File: config.mk
export PLATFORM = sky130hd
export DESIGN_NAME = sync_fifo_6
export DESIGN_NICKNAME = d
export VERILOG_FILES = /design/src/rtl/sync_fifo_6.sv
export SDC_FILE = /design/constraint.sdc
export NUM_CORES = 1
export LEC_CHECK = 0
export ABC_AREA = 0
export BUFFER_PORTS_ARGS = -buffer_cell sky130_fd_sc_hd__buf_4
export CAP_MARGIN = 30
export CORE_AREA = 5 5 84 86
export DETAILED_ROUTE_END_ITERATION = 8
export DIE_AREA = 0 0 89 91
export GPL_TIMING_DRIVEN = 0
export HOLD_SLACK_MARGIN = 0.06
export PLACE_DENSITY = 0.66
export SLEW_MARGIN = 20
export SYNTH_ARGS = -nofsm -noshare
export SYNTH_HDL_FRONTEND = slang
export SYNTH_SLANG_ARGS = --single-unit
File: constraint.sdc
create_clock -name clk -period 2.4 [get_ports clk]
set_input_delay 0.12 -clock clk [delete_from_list [all_inputs] [get_ports clk]]
set_output_delay 0.12 -clock clk [all_outputs]
set_load 0.005 [all_outputs]
File: src/rtl/sync_fifo_6.sv
// sync_fifo_6: first-word-fall-through FIFO with count-based full/empty and a peak-occupancy mark
module sync_fifo_6 #(
  parameter int DATA_WIDTH = 8,
  parameter int DEPTH      = 6,
  parameter int AF_LEVEL   = 5
) (
  input  logic                  clk,
  input  logic                  rst_n,
  input  logic                  in_valid,
  output logic                  in_ready,
  input  logic [DATA_WIDTH-1:0] in_data,
  output logic                  out_valid,
  input  logic                  out_ready,
  output logic [DATA_WIDTH-1:0] out_data,
  output logic [2:0]            number_of_current_entries,
  output logic                  full,
  output logic                  empty,
  output logic                  almost_full,
  output logic [2:0]            max_entries
);
  localparam logic [2:0] LAST    = 3'(DEPTH - 1);
  localparam logic [2:0] FULL_CT = 3'(DEPTH);
  localparam logic [2:0] AF_CT   = 3'(AF_LEVEL);
  logic [DATA_WIDTH-1:0] mem_q [DEPTH];
  logic [2:0] wr_ptr_q, wr_ptr_d, rd_ptr_q, rd_ptr_d, count_q, count_d, max_q, max_d;
  logic push, pop;
  // Status flags decode from the count register only, never from same-cycle handshakes
  assign full        = count_q == FULL_CT;
  assign empty       = count_q == 3'd0;
  assign almost_full = count_q >= AF_CT;
  assign in_ready    = !full;
  assign out_valid   = !empty;
  assign push        = in_valid && in_ready;
  assign pop         = out_valid && out_ready;
  assign out_data    = empty ? '0 : mem_q[rd_ptr_q];
  assign number_of_current_entries = count_q;
  assign max_entries = max_q;
  // Explicit wrap because DEPTH need not be a power of two
  always_comb begin
    wr_ptr_d = push ? (wr_ptr_q == LAST ? 3'd0 : wr_ptr_q + 3'd1) : wr_ptr_q;
    rd_ptr_d = pop ? (rd_ptr_q == LAST ? 3'd0 : rd_ptr_q + 3'd1) : rd_ptr_q;
    count_d  = (push && !pop) ? count_q + 3'd1 : (pop && !push) ? count_q - 3'd1 : count_q;
    max_d    = count_d > max_q ? count_d : max_q;
  end
  always_ff @(posedge clk) begin
    if (!rst_n) begin
      wr_ptr_q <= 3'd0;
      rd_ptr_q <= 3'd0;
      count_q  <= 3'd0;
      max_q    <= 3'd0;
    end else begin
      wr_ptr_q <= wr_ptr_d;
      rd_ptr_q <= rd_ptr_d;
      count_q  <= count_d;
      max_q    <= max_d;
    end
  end
  always_ff @(posedge clk) begin
    if (rst_n && push) mem_q[wr_ptr_q] <= in_data;
  end
endmodule

---- Word level (Yosys, flattened, before mapping) ----
Memories as Yosys holds them, arrays and structs flattened. A register that Yosys moved wholly into a read port is not among the register bits.
Cells that the tools add are included.
storage, ports and cells
  register bits after elaboration ......... 12
  memory bits (writable) .................. 48
  bits of input ports ..................... 12
  word-level logic and storage cells ...... 33
  memories kept ........................... 1
memory list
  name   words  bits a word  read ports  clocked after Yosys merged registers in  wr ports  line  text
  mem_q  6      8            1           1                                        1         24    logic [DATA_WIDTH-1:0] mem_q [DEPTH];
operators by class
  add/subtract/negate cells ............... 4
  magnitude comparators ................... 2
  equality and inequality tests ........... 3
  mux-type cells .......................... 9
  reductions and logical operators ........ 10
operator list
  kind                                                      count
  two-way mux 3 bit                                         6
  adder 3 x 1 -> 3 bit, second input constant               3
  equality test 3 bit, second input constant                3
  two-way mux 8 bit                                         1
  logical AND 1 bit                                         5
  logical NOT 1 bit                                         4
  greater-or-equal comparator 3 bit, second input constant  1
  greater-than comparator 3 bit                             1
  logical NOT 3 bit                                         1
  subtractor 3 x 1 -> 3 bit, second input constant          1
  two-way mux 1 bit                                         2

---- Logic depth before layout (Yosys ltp) ----
  word-level depth ........................ 8
  gate-level depth with buffers ........... 14
  depth with buffers taken out ............ 13

---- Least setup slack after synthesis ----
OpenSTA, ideal clock, no wires.
  path kind ............................... register to register
  from .................................... reg count_q[1] (netlist: number_of_current_entries[1])
  to ...................................... reg max_q[2] (netlist: max_entries[2])
  arrival ................................. 2.633 ns
  data required time ...................... 2.280 ns
  path slack .............................. -0.352 ns
  cell stages (with the launch flop) ...... 15
  buffers on the path ..................... 1
  period minus slack after synthesis ...... 2.752 ns
  cells stage by stage .................... dfxtp_1 inv_1 ha_1 nand2b_4 buf_6 nand2_1 maj3_1 a21oi_1 inv_1 ha_1 nor2b_1 o21ai_0 and2_1 nor4b_1 a211o_1
RTL lines
  what                                                           line  text
  from (decl)                                                    25    logic [2:0] wr_ptr_q, wr_ptr_d, rd_ptr_q, rd_ptr_d, count_q, count_d, max_q, max_d;
  from (signal assigned)                                         54    count_q <= count_d;
  logical NOT 3 bit *                                            29    assign empty = count_q == 3'd0;
  logical NOT 1 bit *                                            32    assign out_valid = !empty;
  via out_valid                                                  12    output logic out_valid,
  logical AND 1 bit *                                            34    assign pop = out_valid && out_ready;
  logical AND 1 bit / logical NOT 1 bit (equally long branches)  42    count_d = (push && !pop) ? count_q + 3'd1 : (pop && !push) ? count_q - 3'd1 : count_q;
  two-way mux 3 bit / logical AND 1 bit (equally long branches)  42
  two-way mux 3 bit *                                            42
  via count_d[1]                                                 25
  greater-than comparator 3 bit *                                43    max_d = count_d > max_q ? count_d : max_q;
  to (signal assigned)                                           55    max_q <= max_d;
  to (decl)                                                      25
Mark *: on every way through the listed nets, which the timed path passes. The rest lies on a longest branch.
A chain may end at the register's enable or synchronous reset.

---- Worst setup path after layout ----
  from .................................... reg count_q[0] (netlist: number_of_current_entries[0])
  to ...................................... reg max_q[2] (netlist: max_entries[2])
between the ends
  cells in the longest elaborated chain, start to end .. 8
RTL lines
  what                           line  text
  equality test 3 bit            28    assign full = count_q == FULL_CT;
  logical NOT 1 bit              31    assign in_ready = !full;
  logical AND 1 bit              33    assign push = in_valid && in_ready;
  logical NOT 1 bit              42
  logical AND 1 bit              42
  two-way mux 3 bit              42
  two-way mux 3 bit *            42
  via count_d[2]                 25
  greater-than comparator 3 bit  43
Marks and branches as above.

==> summary.txt <==
Outcome
  – Outcome: finished with violations
  – Failing checks: setup timing

Route
  – Via Count: roughly 1,700
  – Pre-antenna DRT Iters: 4
  – DRC violations left: 0
  – First DRT Iteration DRCs: 61
  – Drt wl/cell: approximately 16 um
  – Routed vias/inst: between 5 and 6
  – Final WL: between 5000 and 6000 um
  – Antenna-violating nets left: 0

Finish
  – Ratio of cells with drive above 1 in the final layout: 0.4127
  – Layout Nets: 267
  – Register area: between 0.0015 and 0.002 sq mm
  – Footprint of the multi-input gates: around 0.0010 sq mm
  – FILL cells: 484
  – Final Cell Area: approximately 0.0036 sq mm
  – Antenna Cells: 0
  – Layout area overhead: 33.67%

Die
  – Row Count: 29
  – Die W: slightly below 90 um
  – Die Y: 91 um
  – Initial Util: 0.4342
  – IO Pins: 31
  – Core area: between 0.006 and 0.007 sq mm
  – Die area: slightly above 0.008 sq mm

Setup path
  – Crit. End Element: flip-flop
  – CP cell instances: inv_6 -> ha_4 -> a21bo_4 -> and3_4 -> a22o_4 -> xor2_2 -> ha_4 -> o21ai_2 -> and2_4 -> o211a_1 -> a211o_1
  – Startpoint type of the worst setup path: flip-flop
  – Critical Path Fanout Max: 4
  – Setup slack, reg-to-reg: -0.05 ns
  – Crit-path max cell delay: roughly 0.37 ns
  – CP Data Required Time: roughly 2.6 ns
  – CP max stage cell: dfxtp_4
  – Worst Path Arrival: 2.68 ns
  – Most used cell, CP: ha_4
  – Critical setup path kind: flip-flop to flip-flop

Yosys
  – Synth Instances: 184
  – Syn Nets: 204
  – Mapped Avg Cell Area: ~15 sq um
  – Ys async rst share: 0
  – Yosys warns: 0
  – FF+latch count, synth: 63
  – Post-synth EDFFs: 48
  – Synth Cell Area: about 0.0027 sq mm
  – Synth unique cells: 40
  – Share of the yosys chip area belonging to registers: 0.6465
  – Dominant synthesized flop cell: edfxtp_1

STA
  – FMAX: ~410 MHz
  – Final Cycle Share: 1.019
  – Unrepaired setup endpoints after global routing: true
  – Finish-stage setup viols: 2
  – Final Hold Fails: 0
  – Clock Skew: between 0.005 and 0.006 ns
  – Final Slew Violations: 0
  – Slack of the critical path: -0.04643 ns
  – Slew Limit Headroom: 0.4775
  – Slew @ Worst Pin: slightly below 0.8 ns
  – Min cycle time layout: roughly 2.4 ns

Min path
  – HP Class: input port to flip-flop

CTS
  – CTS sink count: 63
  – Longest Clk Path Bufs: 2
  – CTS root buffer: clkbuf_8
  – TritonCTS buffer count: 9
  – Clock Latency Late Sink: 0.34 ns
  – CTS H-Tree Depth: 3
  – Clock-pin slew on the worst setup and hold paths: around 0.070 ns
  – CTS tree: built

Place
  – Placed cell area: 0.003074 sq mm
  – Port Buf Inserts: 30
  – Worst slack at placement: -0.2333 ns
  – DP HPWL: between 3000 and 4000 um
  – Routability cong.: ~0.74

Run
  – Maxcap violations: 0

GRT
  – Total GRT Usage: 0.1436
  – First-pass GRT wire length: between 8000 and 9000 um
  – Largest net degree at the start of global routing: 12
  – Gr ovfl total: 0
  – Vias in the first global route: 1,721
  – Antenna violations before repair: 0

Pwr
  – Overall power: between 4 and 5 mW
  – Leakage: roughly 1.3 nW
  – PwrDens: around 1200 mW/mm^2
  – Peak VDD IR: around 0.0011 V
-- report_power, final --
| group | total [mW] | internal, mW | leakage [nW] | switching [mW] |
|---|---|---|---|---|
| clock network | 0.980 | 0.581 | 0.102 | 0.400 |
| registers | 1.32 | 1.26 | 0.558 | 0.0535 |
| logic | 1.89 | 1.00 | 0.669 | 0.887 |
| total | 4.19 | 2.84 | 1.33 | 1.34 |
-- stage by stage --
step	util	std cells	hold slack, ns	setup TNS (ns)
after floorplan	-	184	0.2189	-0.06304
after global placement	0.4908	291	0.3396	-11.39
after detailed placement	0.4955	294	0.3428	-2.789
after CTS	0.5697	329	0.08006	-0.02866
after global routing	0.5804	329	0.09066	-0.3559
final	0.5804	329	0.09062	-0.05396
-- state kept, by name (all words and copies together) (netlist names), named ones only --
name                       count
mem_q                         48
number_of_current_entries      3
rd_ptr_q                       3
max_entries                    3
wr_ptr_q                       3
-- logic make-up after synthesis --
group                    after synthesis  share of synthesized area
flip-flops                            63                     0.6465
AND/OR/NAND/NOR                       48                    0.09893
AO/OA/AOI/OAI                         26                    0.07153
buffers and inverters                 18                    0.03251
multiplexers                          16                    0.09661
adder cells (fa/ha/maj)                9                    0.04087
XOR/XNOR                               4                    0.01301
-- layout by cell type, fill, tap and decap left out, types with 2 or more instances in the layout --
master         instances
and2_1                 3
nor3_1                 2
bufinv_16              2
a21oi_1                4
clkbuf_1               7
clkinvlp_4             2
mux2i_1                8
ha_4                   4
inv_1                  4
nor4_2                 2
edfxtp_1              48
nand2_1                9
clkbuf_8               9
nor2_1                13
mux4_2                 8
xnor2_1                2
nor2b_1                5
buf_4                 46
a211oi_1               8
dfxtp_4                2
ha_1                   4
a21oi_4                3
and3_4                 2
nor4b_2                3
dlygate4sd3_1          8
dfxtp_1               13
clkinv_2               2
and3_1                 2
-- routing by layer --
layer  up-vias  global-route usage  wire length, um
li1        813                   -                -
met4         0             0.06700               99
met2        35              0.2203             2652
met5         -                   0                0
met3        10             0.04344              307
met1       841              0.1856             2280
-- cell type report --
cell class	instances	area share
tap	77	0.02675
sequential	63	0.4858
timing repair buffer	53	0.1161
clock buffer	10	0.03544
inverter	8	0.01042
buffer	9	0.01286
multi-input combinational	103	0.2891
clock inverter	6	0.02363
-- synth_stat cells (2+ instances only) --
library cell | number | area (sq um)
edfxtp_1 | 48 | 1441
dfxtp_1 | 15 | 300.3
nor2_1 | 13 | 48.80
nand2_1 | 10 | 37.54
a211oi_1 | 8 | 60.06
ha_1 | 8 | 100.1
mux2i_1 | 8 | 80.08
mux4_2 | 8 | 180.2
inv_1 | 7 | 26.28
a21oi_1 | 6 | 30.03
clkbuf_1 | 6 | 22.52
nor2b_1 | 6 | 37.54
and2_1 | 4 | 25.02
nor3_1 | 3 | 15.01
nor4b_1 | 3 | 26.28
xnor2_1 | 3 | 26.28
a21boi_0 | 2 | 15.01
and3_1 | 2 | 12.51
buf_6 | 2 | 22.52
o21ai_0 | 2 | 10.01
-- what timing repair did --
item,4_1_cts,5_1_grt
hold endpoints to repair,48,0
gates resized for setup,19,9
hold buffers,8,0
pin swaps,14,5
setup buffers,12,0
setup endpoints to repair,24,3
-- path summary, 6_finish.rpt --
kind                                           startpoint                           to  cells past startpoint
setup / recovery  number_of_current_entries[0]$_SDFF_PN0_  max_entries[2]$_SDFFE_PN0N_                     11
hold / removal                                      rst_n     wr_ptr_q[2]$_SDFFE_PN0N_                      2
setup reg to reg  number_of_current_entries[0]$_SDFF_PN0_  max_entries[2]$_SDFFE_PN0N_                     11
hold reg to reg               max_entries[0]$_SDFFE_PN0N_  max_entries[0]$_SDFFE_PN0N_                      2
-- worst max-delay path: cells and delay by family, from the launching register on --
kind / cells / cell delay (ns)
compound gates: 5 / 0.95
xor+xnor: 1 / 0.17
fa+ha+maj: 2 / 0.46
buf+inv: 1 / 0.05
flops: 1 / 0.37
simple gates: 2 / 0.35
Note: power is estimated with default switching activity, not from simulation.
